--- src/rtl/rom_line_cache.sv ---
// Direct-mapped, one-word-per-line read cache between the core ROM port and the ddram
// read port. Both sides use toggle handshakes: a request is pending while req != ack.
module rom_line_cache #(
  parameter int ADDR_W     = 20,
  parameter int LINES_LOG2 = 6
) (
  input  logic              clk_sys,
  input  logic              reset_n,
  input  logic              flush,
  input  logic [ADDR_W-1:0] cpu_addr,
  input  logic              cpu_req,
  output logic              cpu_ack,
  output logic [63:0]       cpu_dout,
  output logic [ADDR_W-1:0] mem_addr,
  output logic              mem_req,
  input  logic              mem_ack,
  input  logic [63:0]       mem_din,
  output logic              busy,
  output logic [1:0]        state_dbg
);

  localparam int LINES = 1 << LINES_LOG2;
  localparam int TAG_W = ADDR_W - LINES_LOG2;

  typedef enum logic [1:0] {
    ST_FLUSH  = 2'd0,
    ST_IDLE   = 2'd1,
    ST_LOOKUP = 2'd2,
    ST_FILL   = 2'd3
  } state_t;

  state_t state_q, state_d;

  logic [ADDR_W-1:0]     addr_q;
  logic [LINES_LOG2-1:0] idx_q;
  logic [LINES_LOG2-1:0] cpu_idx;
  logic [LINES_LOG2-1:0] sweep_cnt_q;
  logic [TAG_W-1:0]      tag_q;
  logic [TAG_W-1:0]      tag_rd;
  logic [63:0]           data_rd;
  logic [LINES-1:0]      valid_q;
  logic                  sweep_done_q;
  logic                  sweep_last;
  logic                  flush_pend_q;
  logic                  flush_any;
  logic                  req_pending;
  logic                  fill_done;
  logic                  hit;

  logic [TAG_W-1:0] tag_ram  [LINES];
  logic [63:0]      data_ram [LINES];

  assign idx_q       = addr_q[LINES_LOG2-1:0];
  assign tag_q       = addr_q[ADDR_W-1:LINES_LOG2];
  assign cpu_idx     = cpu_addr[LINES_LOG2-1:0];
  assign req_pending = cpu_req != cpu_ack;
  assign fill_done   = mem_ack == mem_req;
  assign flush_any   = flush | flush_pend_q;
  assign sweep_last  = sweep_cnt_q == LINES_LOG2'(LINES - 1);
  assign hit         = valid_q[idx_q] && (tag_rd == tag_q);
  assign busy        = state_q != ST_IDLE;
  assign state_dbg   = state_q;

  always_ff @(posedge clk_sys or negedge reset_n) begin
    if (!reset_n) state_q <= ST_FLUSH;
    else          state_q <= state_d;
  end

  // The sweep may end on the cycle that clears the last line, so FLUSH lasts exactly LINES cycles.
  always_comb begin
    state_d = state_q;
    case (state_q)
      ST_FLUSH:  if ((sweep_done_q || sweep_last) && !flush) state_d = ST_IDLE;
      ST_IDLE: begin
        if (flush)            state_d = ST_FLUSH;
        else if (req_pending) state_d = ST_LOOKUP;
      end
      ST_LOOKUP: begin
        if (!hit)           state_d = ST_FILL;
        else if (flush_any) state_d = ST_FLUSH;
        else                state_d = ST_IDLE;
      end
      ST_FILL:   if (fill_done) state_d = flush_any ? ST_FLUSH : ST_IDLE;
      default:   state_d = ST_FLUSH;
    endcase
  end

  always_ff @(posedge clk_sys or negedge reset_n) begin
    if (!reset_n) begin
      sweep_cnt_q  <= '0;
      sweep_done_q <= 1'b0;
      flush_pend_q <= 1'b0;
    end else begin
      if (state_q != ST_FLUSH && state_d == ST_FLUSH) begin
        sweep_cnt_q  <= '0;
        sweep_done_q <= 1'b0;
      end else if (state_q == ST_FLUSH && !sweep_done_q) begin
        sweep_cnt_q <= sweep_cnt_q + LINES_LOG2'(1);
        if (sweep_last) sweep_done_q <= 1'b1;
      end
      // A flush seen while a request is in flight is remembered until FLUSH is entered.
      if (state_q == ST_FLUSH)
        flush_pend_q <= 1'b0;
      else if (flush && (state_q == ST_LOOKUP || state_q == ST_FILL))
        flush_pend_q <= 1'b1;
    end
  end

  // Valid bits need no reset: the FSM always sweeps them after reset.
  always_ff @(posedge clk_sys) begin
    if (state_q == ST_FLUSH && !sweep_done_q)
      valid_q[sweep_cnt_q] <= 1'b0;
    else if (state_q == ST_FILL && fill_done && !flush_any)
      valid_q[idx_q] <= 1'b1;
  end

  always_ff @(posedge clk_sys) begin
    if (state_q == ST_FILL && fill_done) begin
      tag_ram[idx_q]  <= tag_q;
      data_ram[idx_q] <= mem_din;
    end
    if (state_q == ST_IDLE) begin
      tag_rd  <= tag_ram[cpu_idx];
      data_rd <= data_ram[cpu_idx];
    end
  end

  always_ff @(posedge clk_sys or negedge reset_n) begin
    if (!reset_n) begin
      addr_q   <= '0;
      cpu_ack  <= 1'b0;
      cpu_dout <= '0;
      mem_addr <= '0;
      mem_req  <= 1'b0;
    end else begin
      case (state_q)
        ST_IDLE:   if (!flush && req_pending) addr_q <= cpu_addr;
        ST_LOOKUP: begin
          if (hit) begin
            cpu_dout <= data_rd;
            cpu_ack  <= cpu_req;
          end else begin
            mem_addr <= addr_q;
            mem_req  <= ~mem_req;
          end
        end
        ST_FILL: begin
          if (fill_done) begin
            cpu_dout <= mem_din;
            cpu_ack  <= cpu_req;
          end
        end
        default: ;
      endcase
    end
  end

endmodule

--- config.mk ---
export PLATFORM = sky130hd
export DESIGN_NAME = rom_line_cache
export DESIGN_NICKNAME = d
export VERILOG_FILES = /design/src/rtl/rom_line_cache.sv
export SDC_FILE = /design/constraint.sdc
export NUM_CORES = 2
export LEC_CHECK = 0
export BUFFER_PORTS_ARGS = -buffer_cell sky130_fd_sc_hd__buf_4
export CORE_AREA = 2 2 799 563
export DETAILED_ROUTE_END_ITERATION = 12
export DIE_AREA = 0 0 801 565
export GPL_ROUTABILITY_DRIVEN = 0
export PLACE_DENSITY = 0.7
export SETUP_SLACK_MARGIN = 0.1
export SKIP_LAST_GASP = 1
export SYNTH_ARGS = -nofsm -noshare
export SYNTH_HDL_FRONTEND = slang
export SYNTH_MEMORY_MAX_BITS = 65536
export SYNTH_SLANG_ARGS = --single-unit
--- constraint.sdc ---
create_clock -name clk_sys -period 14 [get_ports clk_sys]
set_clock_uncertainty 0.2 [all_clocks]
set_input_delay 2.1 -clock clk_sys [delete_from_list [all_inputs] [get_ports clk_sys]]
set_output_delay 2.1 -clock clk_sys [all_outputs]
set_load 0.05 [all_outputs]
==> results.sh <==
export IMPL_status="finished, violations left"
export IMPL_violations="capacitance limit, slew limit"
export IMPL_yosys_area_top_type_share=0.7730
export IMPL_grt_overflow=0
export IMPL_power_density_nw_per_um2=154.6
export IMPL_ant_nets=0
export IMPL_max_freq_mhz=130.9
export IMPL_dieArea_um2=452600
export IMPL_holdPathEnd="mem_req"
export IMPL_grt_pass1_vias=92130
export IMPL_syn_cell_area_um2=199500
export IMPL_nFillCells=33450
export IMPL_wl_um=522800
export IMPL_drtIter0Drc=15860
export IMPL_row_count=205
export IMPL_fin_crit_ps=7641
export IMPL_power_mw=34.51
export IMPL_wl_per_cell_um=35.69
export IMPL_path_class="primary input to flip-flop"
export IMPL_net_switching_power_mw=8.417
export IMPL_regToRegStartpoint="mem_req"
export IMPL_htree_num_levels=5
export IMPL_cp_required_ps=14360
export IMPL_async_flop_share=0.02210
export IMPL_drive_above_1_share=0.3196
export IMPL_io_pins=178
export IMPL_r2r_slack_ps=7160
export IMPL_fin_crit_sh=0.5458
export IMPL_drtPass1Iterations=5
export IMPL_clk_latency_ps=990
export IMPL_antenna_found_initial=30
export IMPL_combPwrFrac=0.105
export IMPL_syn_nets=8024
export IMPL_nets=8458
export IMPL_ir_drop_mv=0.1225
export IMPL_slew_headroom=-0.01034
export IMPL_start_kind="primary input"
export IMPL_path_clk_slew_ps=60
export IMPL_synthTopCellsByArea="edfxtp_1 77%, mux4_2 19%, dfrtp_1 1.5%"
export IMPL_hold_depth=1
export IMPL_maxCapViolCount=1
export IMPL_syn_instance_count=7934
export IMPL_numCtsBuffers=457
export IMPL_end_kind="flip-flop"
export IMPL_syn_to_final_growth_pct=11.95
export IMPL_cts_tree="yes"
export IMPL_pwr_share_seq=0.536
export IMPL_p_sw_frac=0.2439
export IMPL_rr_worst_depth=8
export IMPL_io_buffers=177
export IMPL_hpwlAfterDp_um=271600
export IMPL_postCtsHoldBufs=0
export IMPL_grt_pass1_wl_um=728000
export IMPL_worst_r2r_endpoint="data_ram[24][19]"
export IMPL_clockBufferDepth=4
export IMPL_hold_viol=0
export IMPL_avgSynthCellArea_um2=25.14
export IMPL_core_area_um2=444000
export IMPL_intPower_mw=26.10
export IMPL_grt_max_degree=154
export IMPL_worst_pin_slew_ps=1516
export IMPL_synth_top_area_cell="edfxtp_1"
export IMPL_final_cell_mix="5134 x edfxtp_1, 1652 x mux4_2, 462 x clkbuf_16"
export IMPL_drc_errors=0
export IMPL_ctsResizeCount=0
export IMPL_setup_tns_ps=0
export IMPL_hold_start="mem_req"
export IMPL_ys_ff_latch=5250
export IMPL_synth_ff_type="edfxtp_1"
export IMPL_chipWidth_um=801
export IMPL_final_common_cell="edfxtp_1"
export IMPL_critPathMaxFanout=52
export IMPL_clock_sinks=5250
export IMPL_hold_path_class="flip-flop to flip-flop"
export IMPL_cts_root_buf="clkbuf_16"
export IMPL_cp_arrival_ps=8000
export IMPL_p_leak_nw=68.30
export IMPL_ys_warn_count=0
export IMPL_cts_setup_buffers=0
export IMPL_globalRouteTotalUtil=0.2275
export IMPL_p_clk_frac=0.359
export IMPL_finalSetupViolations=0
export IMPL_synth_cell_types=44
export IMPL_rsz0062_at_grt="false"
export IMPL_initial_core_util=0.4492
export IMPL_startpoint="mem_ack"
export IMPL_vias=93980
export IMPL_final_core_utilization=0.5029
export IMPL_synth_edf_count=5134
export IMPL_ys_seq_area_frac=0.7875
export IMPL_via_per_inst=6.416
export IMPL_die_h_um=565
export IMPL_maxSlewViolCount=10
==> critical path, stage by stage <==
cell and delay [ps]:
buf_4 120, xnor2_1 420, nand2_1 250, nor2_4 950
buf_4 760, nand2_1 760, nor2_4 860, buf_4 640
buf_4 810
==> cells in the mapped netlist, types with 4 or more instances <==
cell and count:
o22ai_1 65, xor2_1 17, buf_4 11, edfxtp_1 5134, nand2b_1 7, mux2_2 41, or2_2 5, dfrtp_1 116
nor2b_1 5, nor3b_1 4, a21oi_1 128, buf_6 5, nor2_1 158, clkbuf_1 231, buf_1 68, o21ai_0 69
nand2_1 35, nand3_1 13, mux4_2 1652, or3_1 7, a211oi_1 4, nor3_1 4, nor4_1 6, buf_2 110
==> final cells by class <==
class | instances | area (um2) | area share
tap | 5899 | 7381 | 0.03305
clock inverter | 269 | 2420 | 0.01084
clock buffer | 562 | 11950 | 0.05350
sequential | 5250 | 157100 | 0.7035
timing repair buffer | 400 | 3331 | 0.01492
multi-input combinational | 2256 | 41100 | 0.1841
inverter | 3 | 16.27 | 0.00007284
antenna | 8 | 20.02 | 0.00008965
==> flip-flops by register name, summed over array words and instances (netlist names), 6 cells and up <==
register and count:
data_rd 64, mem_addr 20, tag_rd 14, sweep_cnt_q 6
cpu_dout 64, valid_q 64, data_ram 4096, addr_q 20
tag_ram 896
==> kinds of logic after synthesis <==
| family | Yosys count | share of synthesized area |
|---|---|---|
| AOI/OAI and AO/OA | 278 | 0.007622 |
| xor gates and xnor gates | 20 | 0.0008782 |
| adders and majority gates | 1 | 0.00006272 |
| buffers and inverters | 428 | 0.009140 |
| DFF | 5250 | 0.7875 |
| muxes | 1696 | 0.1890 |
| and+or+nand+nor | 261 | 0.005790 |
==> worst max path at each step <==
stage,end
final,data_ram[24][19]
after global routing,data_ram[24][11]
after CTS,data_ram[24][18]
after detailed placement,data_ram[24][11]
after global placement,data_ram[24][11]
after floorplan,valid_q[0]
==> layer usage <==
| metal | vias up | global-route usage | part of all wire |
|---|---|---|---|
| li1 | 35470 | - | - |
| met1 | 51080 | 0.3367 | 0.39 |
| met2 | 6629 | 0.3429 | 0.45 |
| met3 | 752 | 0.05974 | 0.13 |
| met4 | 40 | 0.05340 | 0.025 |
| met5 | - | 0 | 0.00049 |
==> power by group through the flow <==
| stage | logic, mW | clock network [mW] | registers, mW |
|---|---|---|---|
| after detailed placement | 3.63 | 0 | 18.8 |
| after global placement | 3.53 | 0 | 18.8 |
| final | 3.62 | 12.4 | 18.5 |
| after global routing | 3.81 | 13.1 | 18.5 |
| after CTS | 3.63 | 12.5 | 18.5 |
| after floorplan | 1.49 | 0 | 19.4 |
==> per-stage QoR <==
stage | instance area [um2] | worst slack (ps) | hold slack (ps) | cells
finish | 223300 | 6359 | 310.2 | 14650
detailed placement | 208900 | 5472 | 301.8 | 13810
global placement | 208900 | 5441 | 297.1 | 13810
floorplan | 199500 | 5831 | 268.4 | 7934
global route | 223300 | 6225 | 326.4 | 14640
CTS | 223300 | 6479 | 314.3 | 14640
No activity file was read; power rests on OpenSTA's default activity.
